==> config.mk <==
export PLATFORM = sky130hd
export DESIGN_NAME = instr_encoder_loader_flat
export DESIGN_NICKNAME = d
export VERILOG_FILES = /design/src/rtl/instr_encoder_loader_if.sv /design/src/rtl/instr_encoder_loader.sv /design/src/flat_wrapper.sv
export SDC_FILE = /design/constraint.sdc
export NUM_CORES = 1
export LEC_CHECK = 0
export BUFFER_PORTS_ARGS = -buffer_cell sky130_fd_sc_hd__clkbuf_2
export CAP_MARGIN = 10
export CORE_ASPECT_RATIO = 0.7
export CORE_MARGIN = 4
export CORE_UTILIZATION = 40
export CTS_CLUSTER_SIZE = 20
export DETAILED_ROUTE_END_ITERATION = 16
export GPL_ROUTABILITY_DRIVEN = 1
export PLACE_DENSITY = 0.67
export SLEW_MARGIN = 20
export SYNTH_ARGS = -nofsm -noshare
export SYNTH_HDL_FRONTEND = slang
export SYNTH_SLANG_ARGS = --single-unit
==> constraint.sdc <==
create_clock -name clk -period 6.42 [get_ports clk]
set_input_delay 1.284 -clock clk [delete_from_list [all_inputs] [get_ports clk]]
set_output_delay 1.284 -clock clk [all_outputs]
set_load 0.02 [all_outputs]
==> src/rtl/instr_encoder_loader_if.sv <==
// rtl/instr_encoder_loader_if.sv - instruction field input handshake and imem write port
interface instr_encoder_loader_if #(
  parameter int ADDR_W = 6
);
  logic              in_valid;
  logic              in_ready;
  logic [2:0]        in_class;
  logic [4:0]        in_rd;
  logic [4:0]        in_rs1;
  logic [4:0]        in_rs2;
  logic [2:0]        in_funct3;
  logic              in_funct7b5;
  logic [31:0]       in_imm;
  logic              in_last;
  logic              imem_we;
  logic [ADDR_W-1:0] imem_waddr;
  logic [31:0]       imem_wdata;

  modport master (
    output in_valid, in_class, in_rd, in_rs1, in_rs2, in_funct3, in_funct7b5, in_imm, in_last,
    input  in_ready, imem_we, imem_waddr, imem_wdata
  );

  modport slave (
    input  in_valid, in_class, in_rd, in_rs1, in_rs2, in_funct3, in_funct7b5, in_imm, in_last,
    output in_ready, imem_we, imem_waddr, imem_wdata
  );
endinterface

==> src/rtl/instr_encoder_loader.sv <==
// rtl/instr_encoder_loader.sv - RV32I instruction encoder writing words sequentially into imem
module instr_encoder_loader #(
  parameter int DEPTH  = 64,
  parameter int ADDR_W = 6
) (
  input  logic              clk,
  input  logic              rst_n,
  input  logic              start,
  instr_encoder_loader_if.slave bus,
  output logic              done,
  output logic              full,
  output logic              err,
  output logic [ADDR_W-1:0] err_addr
);
  localparam logic [6:0] OP_LW    = 7'b0000011;
  localparam logic [6:0] OP_SW    = 7'b0100011;
  localparam logic [6:0] OP_RTYPE = 7'b0110011;
  localparam logic [6:0] OP_BEQ   = 7'b1100011;
  localparam logic [6:0] OP_ITYPE = 7'b0010011;
  localparam logic [6:0] OP_JAL   = 7'b1101111;
  localparam logic [ADDR_W-1:0] LAST_ADDR = ADDR_W'(DEPTH - 1);

  typedef enum logic [2:0] {S_IDLE, S_RUN, S_ENC, S_WR, S_DONE, S_FULL} state_t;
  state_t state, state_nx;

  logic [2:0]        cls_q;
  logic [4:0]        rd_q, rs1_q, rs2_q;
  logic [2:0]        f3_q;
  logic              f7_q;
  logic [31:0]       imm_q;
  logic              last_q;
  logic [31:0]       word_q;
  logic              err_q;
  logic [ADDR_W-1:0] eaddr_q;
  logic [ADDR_W-1:0] ptr;

  logic        accept;
  logic        restart;
  logic        fits_i, fits_b, fits_j;
  logic        enc_ok;
  logic [31:0] enc_word;

  // start is refused mid-instruction so a pending write is never split from its pointer
  assign restart = start && (state != S_ENC) && (state != S_WR);
  assign accept  = (state == S_RUN) && bus.in_valid && !start;

  assign fits_i = ($signed(imm_q) >= -32'sd2048) && ($signed(imm_q) <= 32'sd2047);
  assign fits_b = ($signed(imm_q) >= -32'sd4096) && ($signed(imm_q) <= 32'sd4094) && !imm_q[0];
  assign fits_j = ($signed(imm_q) >= -32'sd1048576) && ($signed(imm_q) <= 32'sd1048574) && !imm_q[0];

  always_comb begin
    enc_word = '0;
    enc_ok   = 1'b0;
    case (cls_q)
      3'd0: begin
        enc_word = {imm_q[11:0], rs1_q, 3'b010, rd_q, OP_LW};
        enc_ok   = fits_i;
      end
      3'd1: begin
        enc_word = {imm_q[11:5], rs2_q, rs1_q, 3'b010, imm_q[4:0], OP_SW};
        enc_ok   = fits_i;
      end
      3'd2: begin
        enc_word = {1'b0, f7_q, 5'b0, rs2_q, rs1_q, f3_q, rd_q, OP_RTYPE};
        enc_ok   = 1'b1;
      end
      3'd3: begin
        enc_word = {imm_q[12], imm_q[10:5], rs2_q, rs1_q, 3'b000, imm_q[4:1], imm_q[11], OP_BEQ};
        enc_ok   = fits_b;
      end
      3'd4: begin
        enc_word = {imm_q[11:0], rs1_q, f3_q, rd_q, OP_ITYPE};
        enc_ok   = fits_i;
      end
      3'd5: begin
        enc_word = {imm_q[20], imm_q[10:1], imm_q[11], imm_q[19:12], rd_q, OP_JAL};
        enc_ok   = fits_j;
      end
      default: begin
        enc_word = '0;
        enc_ok   = 1'b0;
      end
    endcase
  end

  always_comb begin
    state_nx = state;
    case (state)
      S_IDLE, S_DONE, S_FULL: if (start) state_nx = S_RUN;
      S_RUN: begin
        if (start)             state_nx = S_RUN;
        else if (bus.in_valid) state_nx = S_ENC;
      end
      S_ENC: begin
        if (enc_ok)      state_nx = S_WR;
        else if (last_q) state_nx = S_DONE;
        else             state_nx = S_RUN;
      end
      S_WR: begin
        if (last_q)                 state_nx = S_DONE;
        else if (ptr == LAST_ADDR)  state_nx = S_FULL;
        else                        state_nx = S_RUN;
      end
      default: state_nx = S_IDLE;
    endcase
  end

  always_ff @(posedge clk) begin
    if (!rst_n) state <= S_IDLE;
    else        state <= state_nx;
  end

  always_ff @(posedge clk) begin
    if (!rst_n) begin
      cls_q   <= '0;
      rd_q    <= '0;
      rs1_q   <= '0;
      rs2_q   <= '0;
      f3_q    <= '0;
      f7_q    <= 1'b0;
      imm_q   <= '0;
      last_q  <= 1'b0;
      word_q  <= '0;
      err_q   <= 1'b0;
      eaddr_q <= '0;
      ptr     <= '0;
    end else begin
      if (restart) begin
        ptr     <= '0;
        err_q   <= 1'b0;
        eaddr_q <= '0;
      end
      if (accept) begin
        cls_q  <= bus.in_class;
        rd_q   <= bus.in_rd;
        rs1_q  <= bus.in_rs1;
        rs2_q  <= bus.in_rs2;
        f3_q   <= bus.in_funct3;
        f7_q   <= bus.in_funct7b5;
        imm_q  <= bus.in_imm;
        last_q <= bus.in_last;
      end
      if (state == S_ENC) begin
        if (enc_ok) begin
          word_q <= enc_word;
        end else begin
          err_q <= 1'b1;
          if (!err_q) eaddr_q <= ptr;
        end
      end
      // the last slot is terminal, so the pointer saturates instead of wrapping
      if (state == S_WR && ptr != LAST_ADDR) ptr <= ptr + 1'b1;
    end
  end

  // outputs are masked by rst_n so a reset during WR suppresses the strobe in that same cycle
  assign bus.in_ready   = rst_n && (state == S_RUN) && !start;
  assign bus.imem_we    = rst_n && (state == S_WR);
  assign bus.imem_waddr = bus.imem_we ? ptr : '0;
  assign bus.imem_wdata = bus.imem_we ? word_q : '0;
  assign done           = rst_n && (state == S_DONE);
  assign full           = rst_n && (state == S_FULL);
  assign err            = rst_n && err_q;
  assign err_addr       = rst_n ? eaddr_q : '0;
endmodule

==> src/flat_wrapper.sv <==
// flat-port wrapper written by rule: the top's interface ports become plain ports
module instr_encoder_loader_flat 
#(
  parameter int DEPTH  = 64,
  parameter int ADDR_W = 6
)
  (clk, rst_n, start, done, full, err, err_addr, bus_in_valid, bus_in_class, bus_in_rd, bus_in_rs1, bus_in_rs2, bus_in_funct3, bus_in_funct7b5, bus_in_imm, bus_in_last, bus_in_ready, bus_imem_we, bus_imem_waddr, bus_imem_wdata);
  instr_encoder_loader_if #(.ADDR_W(ADDR_W)) bus_i ();
  input  logic clk;
  input  logic rst_n;
  input  logic start;
  output logic done;
  output logic full;
  output logic err;
  output logic [ADDR_W-1:0] err_addr;
  input wire logic [$bits(bus_i.in_valid)-1:0] bus_in_valid;
  input wire logic [$bits(bus_i.in_class)-1:0] bus_in_class;
  input wire logic [$bits(bus_i.in_rd)-1:0] bus_in_rd;
  input wire logic [$bits(bus_i.in_rs1)-1:0] bus_in_rs1;
  input wire logic [$bits(bus_i.in_rs2)-1:0] bus_in_rs2;
  input wire logic [$bits(bus_i.in_funct3)-1:0] bus_in_funct3;
  input wire logic [$bits(bus_i.in_funct7b5)-1:0] bus_in_funct7b5;
  input wire logic [$bits(bus_i.in_imm)-1:0] bus_in_imm;
  input wire logic [$bits(bus_i.in_last)-1:0] bus_in_last;
  output wire logic [$bits(bus_i.in_ready)-1:0] bus_in_ready;
  output wire logic [$bits(bus_i.imem_we)-1:0] bus_imem_we;
  output wire logic [$bits(bus_i.imem_waddr)-1:0] bus_imem_waddr;
  output wire logic [$bits(bus_i.imem_wdata)-1:0] bus_imem_wdata;
  assign bus_i.in_valid = bus_in_valid;
  assign bus_i.in_class = bus_in_class;
  assign bus_i.in_rd = bus_in_rd;
  assign bus_i.in_rs1 = bus_in_rs1;
  assign bus_i.in_rs2 = bus_in_rs2;
  assign bus_i.in_funct3 = bus_in_funct3;
  assign bus_i.in_funct7b5 = bus_in_funct7b5;
  assign bus_i.in_imm = bus_in_imm;
  assign bus_i.in_last = bus_in_last;
  assign bus_in_ready = bus_i.in_ready;
  assign bus_imem_we = bus_i.imem_we;
  assign bus_imem_waddr = bus_i.imem_waddr;
  assign bus_imem_wdata = bus_i.imem_wdata;
  instr_encoder_loader #(.DEPTH(DEPTH), .ADDR_W(ADDR_W)) u_core (.clk(clk), .rst_n(rst_n), .start(start), .bus(bus_i), .done(done), .full(full), .err(err), .err_addr(err_addr));
endmodule
==> results of run 1 <==
## sequential cells by signal (all words and copies together) (netlist names), 3 cells and up
name / cells
u_core.cls_q: 3
u_core.rd_q: 5
u_core.imm_q: 32
u_core.f3_q: 3
u_core.word_q: 30
u_core.state: 3
u_core.eaddr_q: 6
u_core.rs2_q: 5
u_core.ptr: 6
u_core.rs1_q: 5
## final cells by class
| cell class | instances | area [µm²] |
|---|---|---|
| fillers | 1259 | 6480 |
| multi-input cells | 486 | 2820 |
| flip-flops and latches | 101 | 2020 |
| repair buffers | 110 | 573 |
| clock buffers | 9 | 225 |
| well taps | 162 | 203 |
| clock inverters | 7 | 80.1 |
| inverters | 7 | 26.3 |
## metrics by stage
step	area (µm²)	power, W
floorplan	5070	0.000728
global placement	5620	0.000762
detailed placement	5620	0.000765
CTS	5920	0.00132
global route	5940	0.00136
finish	5940	0.00131
## power by group
part	leakage [nW]	internal, W	switching [W]
clock	0.149	0.000309	0.000249
combinational	1.44	0.0000418	0.0000597
sequential	0.816	0.000637	0.0000146
total	2.40	0.000987	0.000323
## worst max-delay path by stage
stage / start / to / slack (ps) / cells past startpoint
after floorplan: rst_n / bus_imem_waddr[0] / 2600 / 5
after global placement: rst_n / bus_in_ready / 2470 / 4
after detailed placement: rst_n / bus_imem_wdata[2] / 2460 / 4
after CTS: rst_n / bus_imem_wdata[2] / 2460 / 4
after global routing: rst_n / bus_in_ready / 2300 / 4
final: rst_n / bus_in_ready / 2420 / 4
## metal layers
layer | vias up | wire (µm) | part of all wire [%] | global-route usage [%]
met5 | - | 0 | 0 | 0
met4 | 0 | 111 | 0.82 | 3.29
met3 | 7 | 1070 | 7.9 | 4.77
met2 | 167 | 5310 | 39 | 24.3
met1 | 2165 | 7080 | 52 | 29.0
li1 | 2341 | - | - | -
## worst max-delay path, cell delays in order
cell and delay, ps:
buf_4 140, buf_4 770, and2_1 240, clkbuf_2 170
## synth_stat cells, drive strengths merged, types with 2 or more instances
| master | n |
|---|---|
| a21boi | 61 |
| a21o | 2 |
| a21oi | 18 |
| a221o | 6 |
| a22o | 5 |
| a31oi | 5 |
| a32o | 2 |
| and2 | 49 |
| and3 | 8 |
| buf | 13 |
| clkbuf | 34 |
| dfxtp | 101 |
| inv | 7 |
| mux2i | 33 |
| nand2 | 188 |
| nand2b | 3 |
| nand3 | 16 |
| nand3b | 2 |
| nand4 | 10 |
| nor2 | 13 |
| nor2b | 5 |
| nor3 | 5 |
| nor4 | 7 |
| o211ai | 3 |
| o21a | 2 |
| o21ai | 15 |
| o22ai | 5 |
| o2bb2ai | 4 |
| or2 | 2 |
| or3 | 2 |
| xnor2 | 2 |
## kinds of logic after synthesis
group                    synth area share [%]
adder cells (fa/ha/maj)                 0.247
multiplexers                             6.51
AND/OR/NAND/NOR                          28.5
buffers and inverters                    4.81
XOR/XNOR                                0.345
flip-flops                               39.9
AO/OA/AOI/OAI                            19.7
==> metrics.txt, run 1 <==
Req. time, crit path roughly 5100 ps; final wirelength 13.6 mm; via count 4680; final count of hold timing violations 0; Initial Util between 40% and 50%; CP Class in -> out; Syn Inst Count approximately 640; asr flop ratio synth 0%; DRT Pass-1 Iters 5; maximum vdd ir drop ~150 µV; Slew @ Worst Pin between 1000 and 1500 ps; R2R setup slack 3460 ps; remaining routing DRC violations 0; first-pass GRT wire length approximately 21 mm; hold buffers post-CTS 0; Overflow after GRT 0; HP Start u_core.word_q[15]; Reg clk slew, reported paths 70 ps; CP Launch Type input pin; register area share after synthesis 39.9%; count of different cell masters after synthesis 51; routed length per instance 15.4 µm; most common cell after layout, fill and taps aside nand2_1; Pwr Density roughly 220 nW/µm²; Core ar. 12400 µm²; Core Util, Final roughly 48%; most frequent cells in the layout nand2_1 (188), clkbuf_2 (106), dfxtp_1 (101), and2_1 (49), a21boi_0 (47); most area-hungry cell type in the Yosys netlist dfxtp_1; layout net count between 700 and 800; Max H-tree Level 3; Place WS between 2000 and 2500 ps; vias in the first global route ~4200; post-synth design cell area around 5100 µm²; Leak Pwr approximately 2.4 nW; CP arrival between 2000 and 3000 ps; CTS Buf Count 9; Net Count, Synth about 700; Top FF cell, synth dfxtp_1; DRT antenna net count 0; Post-CTS Resized 0; die area roughly 15000 µm²; minimum clock period approximately 4000 ps; worst r2r dst u_core.word_q[20]; RR Startpoint u_core.cls_q[0]; R2R depth 6; post-CTS setup buffers 0; largest net degree at the start of global routing 126; vias per cell 5.31; status completed; fmax approximately 0.25 GHz; ranking of synthesized cells by area dfxtp_1 (40%), nand2_1 (14%), a21boi_0 (7.0%), mux2i_1 (6.5%), and2_1 (6.0%); relative slew slack 28.6%; Period Utilization, post-route just over 60%; Clock Latency Late Sink ~340 ps; Area growth syn-to-layout 17.2%; Hold Path Class reg -> reg; setup TNS 0 ps; antenna violations before repair 0; setup violators final 0; Root Driver clkbuf_16; yosys warns 0; clk buf depth 2; Detailed Route Iter0 Violations 600; critical path peak fanout ~130; #FFs+latches synth just over 100; Max Cap Violations 0; GP Congestion 0.846; Final WS setup between 2000 and 2500 ps; Max Slew Vio Count 0; Die X 143 µm; Setup Skew slightly below 7 ps; Hold Path Depth 2; Mapped Avg Cell Area 7.91 µm²; DP Cell Count roughly 870; RSZ-0062 raised after global routing false; std cell rows 34; Die Y-Extent between 100 and 150 µm; CTS tree done; total track usage between 15 and 20%; top cell type's share of synthesized area 39.9%; io pins 108; post-DP HPWL roughly 10 mm; crit path capture type output pin; Hold WS ~460 ps; Layout Cells excl Fill about 880; layout cells sized above 1 between 10% and 20%; n_diodes 0; Sink Count 101; port bufs about 110; Min-Delay Endpoint u_core.word_q[15]; EDFF count, synth 0
No activity file was read; power rests on OpenSTA's default activity.
==> run 2, diff against run 1 <==
--- a/config.mk
+++ b/config.mk
@@ -5,6 +5,7 @@
 export SDC_FILE = /design/constraint.sdc
 export NUM_CORES = 1
 export LEC_CHECK = 0
+export ABC_AREA = 1
 export BUFFER_PORTS_ARGS = -buffer_cell sky130_fd_sc_hd__clkbuf_2
 export CAP_MARGIN = 10
 export CORE_ASPECT_RATIO = 0.7
==> constraint.sdc (replaced) <==
create_clock -name clk -period 3.95 [get_ports clk]
set_input_delay 0.79 -clock clk [delete_from_list [all_inputs] [get_ports clk]]
set_output_delay 0.79 -clock clk [all_outputs]
set_load 0.02 [all_outputs]
==> metrics.txt, run 2 <==
remaining routing DRC violations 0; post-DP HPWL ~10 mm; Reg clk slew, reported paths 70 ps; Hold WS about 450 ps; Max Cap Violations 0; CTS Buf Count 9; Root Driver clkbuf_16; EDFF count, synth 0; #FFs+latches synth 101; routed length per instance between 10 and 15 µm; fmax ~0.33 GHz; top cell type's share of synthesized area roughly 40%; Mapped Avg Cell Area 6.78 µm²; CP arrival 2200 ps; Die Y-Extent about 100 µm; Max Slew Vio Count 0; GR Util met2 27.8%; Req. time, crit path between 3000 and 4000 ps; first-pass GRT wire length around 23 mm; Syn Inst Count ~750; asr flop ratio synth 0%; std cell rows 34; Top Registers u_core.imm_q: 32 flops, u_core.word_q: 30 flops; DRT antenna net count 0; final wirelength roughly 14 mm; critical path, cell by cell clkbuf_2 -> inv_1 -> nor2_1 -> inv_2 -> nor2_1 -> clkbuf_2; post-synth design cell area roughly 5100 µm²; Post-CTS Resized 0; io pins 108; register area share after synthesis roughly two fifths; ranking of synthesized cells by area dfxtp_1 (40%), nand2_1 (9.3%), a21oi_1 (8.9%), inv_1 (7.6%), nor2_1 (6.6%); crit path capture type output pin; top cells by count, synth nand2_1 (127), inv_1 (103), dfxtp_1 (101), a21oi_1 (91), nor2_1 (90); CP Class in -> out; met1 track demand over resource between 20% and 30%; final count of hold timing violations 0; port bufs 107; DRT Pass-1 Iters 5; CP Launch Type input pin; gr busiest metal met1; CTS tree done; most frequent cells in the layout nand2_1 (127), clkbuf_2 (107), inv_1 (103), dfxtp_1 (101), a21oi_1 (91); minimum clock period 2990 ps; most area-hungry cell type in the Yosys netlist dfxtp_1; die area about 15000 µm²; largest net degree at the start of global routing 60; Worst Setup SP rst_n; via count between 4000 and 5000; Slew @ Worst Pin between 600 and 700 ps; maximum vdd ir drop between 200 and 250 µV; DP Cell Count 989; most common cell after layout, fill and taps aside nand2_1; Overflow after GRT 0; total track usage just under 20%; post-CTS setup buffers 0; Hold Path Class reg -> reg; Sink Count ~100; R2R setup slack between 1000 and 1500 ps; max reg flops 32; Net Count, Synth 814; yosys warns 0; clk buf depth 2; status completed; Area growth syn-to-layout 17.2%; setup TNS 0 ps; most common cell in the netlist nand2_1; Core ar. ~12000 µm²; vias per cell a little under 5; critical path peak fanout approximately 40; layout net count roughly 900; count of different cell masters after synthesis 31; Setup Skew 8.50 ps; relative slew slack about three fifths; Top FF cell, synth dfxtp_1; Die X 143 µm; GP Congestion 0.889; Pwr Total approximately 0.0023 W; Largest Register u_core.imm_q; slowest cell delay on critical path 490 ps; vias in the first global route 4467; Leak Pwr around 2.4 nW; Detailed Route Iter0 Violations roughly 380; Layout Cells excl Fill approximately 1000; filler instances between 1000 and 1500; Initial Util 41.0%; Crit-path slowest cell clkbuf_2; n_diodes 0; Pwr Density 384 nW/µm²; antenna violations before repair 0; RSZ-0062 raised after global routing false; RR Startpoint u_core.cls_q[1]; Global Route met3 Usage between 4 and 5%; Clock Latency Late Sink 350 ps; HP Start u_core.rd_q[2]; layout cells sized above 1 between 20% and 30%; hold buffers post-CTS 0; Core Util, Final slightly below 50%; Max H-tree Level 3; setup violators final 0; Period Utilization, post-route about three quarters
[run 2: changes by cell type in the layout (fill, tap and decap cells not counted), moves of 47 or more]
cell / delta
a21oi_1: +74
nand2_1: -61
and2_1: -49
o21ai_0: +49
inv_1: +96
nor2_1: +78
a21boi_0: -47
[run 2: where the power goes]
part           total, W  leakage (nW)  switching (W)  internal [W]
logic          0.000308          1.41       0.000212     0.0000954
registers       0.00108         0.818      0.0000273       0.00105
clock network  0.000914         0.150       0.000387      0.000527
total           0.00230          2.38       0.000627       0.00168
[run 2: kinds of logic after synthesis]
family / Yosys count / synth area share, %
AOI/OAI and AO/OA: 192 / 20.7
adders and majority gates: 1 / 0.245
buffers and inverters: 159 / 13.0
DFF: 101 / 39.6
and+or+nand+nor: 301 / 26.5
[run 2: cell type report]
class                   count  area, µm²  share of cell area (%)
multi-input cells         494       2440                    40.7
flip-flops and latches    101       2020                    33.8
repair buffers            112        573                    9.57
inverters                 120        450                    7.52
clock buffers              13        260                    4.34
well taps                 162        203                    3.38
clock inverters             3       43.8                   0.731
[run 2: through the flow]
step           cell area (µm²)  setup slack [ps]
3_5_place_dp              5690               952
3_3_place_gp              5690              1020
4_1_cts                   5990               948
6_report                  5990               958
2_1_floorplan             5110              1270
5_1_grt                   5990               726
[run 2: final timing paths]
check,end,cells after the start
setup / recovery,bus_imem_wdata[0],6
hold / removal,u_core.rd_q[2],2
setup reg to reg,u_core.word_q[18],12
hold reg to reg,u_core.rd_q[2],2
[run 2: routing by layer]
| layer | up-vias | share of wire [%] |
|---|---|---|
| met5 | - | 0 |
| met4 | 0 | 1.0 |
| met3 | 12 | 6.4 |
| met2 | 138 | 41 |
| met1 | 2233 | 52 |
| li1 | 2605 | - |
[run 2: critical path: cells and delay by family]
kind          cells  cell delay, ps
simple gates      2             370
buf+inv           4            1030
==> run 3, diff against run 2 <==
==> constraint.sdc (replaced) <==
create_clock -name clk -period 3 [get_ports clk]
set_input_delay 0.6 -clock clk [delete_from_list [all_inputs] [get_ports clk]]
set_output_delay 0.6 -clock clk [all_outputs]
set_load 0.02 [all_outputs]
==> metrics.txt, run 3 (synthesis results as in run 2) <==
io pins about 110; register area ~2000 µm²; setup TNS 0 ps; Overflow after GRT 0; Final WS setup 261 ps; relative slew slack 63.8%; HP Start u_core.word_q[7]; layout net count roughly 900; Hold Path Depth 2; fmax 0.365 GHz; Min-Delay Endpoint u_core.word_q[7]; CP Launch Type flop; post-DP HPWL around 10 mm; Root Driver clkbuf_16; met1 WL 7.02 mm; RSZ-0062 raised after global routing false; setup violators final 0; Req. time, crit path about 2400 ps; worst r2r dst u_core.word_q[12]; largest net degree at the start of global routing 97; CTS tree done; die area ~15000 µm²; final wirelength around 14 mm; CP arrival 2140 ps; antenna violations before repair 0; GP Congestion around 0.84; Initial Util roughly two fifths; met2 WL ~5.4 mm; total track usage between 10% and 20%; via count approximately 4900; post-CTS setup buffers 0; vias in the first global route ~4400; hold buffers post-CTS 0; port bufs 107; Max H-tree Level 3; filler instances 1320; Reg clk slew, reported paths around 70 ps; Setup Skew 6.69 ps; Detailed Route Iter0 Violations around 370; Sink Count between 100 and 150; max reg flops 32; multi-input logic area 2440 µm²; Leak Pwr approximately 2.4 nW; Slew @ Worst Pin 541 ps; remaining routing DRC violations 0; Area growth syn-to-layout 17.3%; RR Startpoint u_core.cls_q[1]; Post-CTS Resized 0; vias per cell about 4.9; Core ar. between 10000 and 15000 µm²; placed instance area ~5700 µm²; met3 routed WL approximately 1000 µm; R2R setup slack 550 ps; CP Class reg -> out; Hold Path Class reg -> reg; crit path capture type output pin; CTS Buf Count 9; Top Registers u_core.imm_q: 32 flops, u_core.word_q: 30 flops; post-route cell area around 6000 µm²; Pwr Density roughly 500 nW/µm²; most frequent cells in the layout nand2_1 (127), clkbuf_2 (107), inv_1 (103), dfxtp_1 (101), a21oi_1 (91); minimum clock period 2740 ps; Max Cap Violations 0; Die X around 140 µm; R2R depth 12; Max Used Layer met4; Largest Register u_core.imm_q; Hold WS roughly 450 ps; status completed; Clock Latency Late Sink between 300 and 400 ps; Die Y-Extent 103 µm; Period Utilization, post-route 91.3%; Max Slew Vio Count 0; Place WS 613 ps; maximum vdd ir drop between 200 and 300 µV; layout cells sized above 1 between 20% and 30%; clk buf depth 2; final count of hold timing violations 0; routed length per instance roughly 14 µm; critical path peak fanout 36; n_diodes 0; std cell rows 34; DRT antenna net count 0; DRT Pass-1 Iters 5; most common cell after layout, fill and taps aside nand2_1; first-pass GRT wire length between 20 and 25 mm
==> run 3: cell types whose count changed in the layout (fill, tap and decap cells not counted), sizes merged <==
cell,previous run,this run
buf,5,4
==> run 3: how the worst max path moves through the flow <==
stage	to	cells after the start	slack, ps	from
finish	bus_imem_wdata[0]	9	260	u_core.state[0]
global route	bus_imem_wdata[8]	9	40	u_core.state[0]
CTS	bus_imem_wdata[7]	9	230	u_core.state[0]
detailed placement	bus_imem_wdata[7]	9	610	u_core.state[0]
global placement	u_core.word_q[15]	8	640	u_core.cls_q[0]
floorplan	bus_imem_wdata[3]	9	560	u_core.state[0]
==> run 3: routing by layer <==
metal / vias to the layer above / track usage (%)
met5: - / 0
met4: 0 / 4.82
met3: 16 / 4.36
met2: 162 / 26.1
met1: 2160 / 28.5
li1: 2598 / -
==> run 3: report_power, final <==
group / leakage, nW / switching (W) / internal, W
registers: 0.818 / 0.0000349 / 0.00139
logic: 1.41 / 0.000278 / 0.000126
clock network: 0.150 / 0.000500 / 0.000694
total: 2.38 / 0.000812 / 0.00221
==> run 3: layout make-up <==
type / count / area share, %
multi-input combinational: 494 / 40.7
sequential: 101 / 33.7
timing repair buffer: 111 / 9.64
inverter: 120 / 7.51
clock buffer: 13 / 4.34
tap: 162 / 3.38
clock inverter: 3 / 0.730
==> run 3: per-stage QoR <==
stage	power (W)	util, %	cells
finish	0.00302	48.1	1004
global route	0.00314	48.1	1004
CTS	0.00303	48.1	1004
detailed placement	0.00185	45.7	988
global placement	0.00185	45.7	988
floorplan	0.00177	-	754
==> run 3: worst max-delay path: stages, from the launching register on <==
cell and delay [ps]:
dfxtp_1 410, inv_2 50, nor2_1 260, inv_2 90
nor2_2 150, inv_2 50, nor2_1 160, inv_2 240
nor2_1 190, clkbuf_2 190
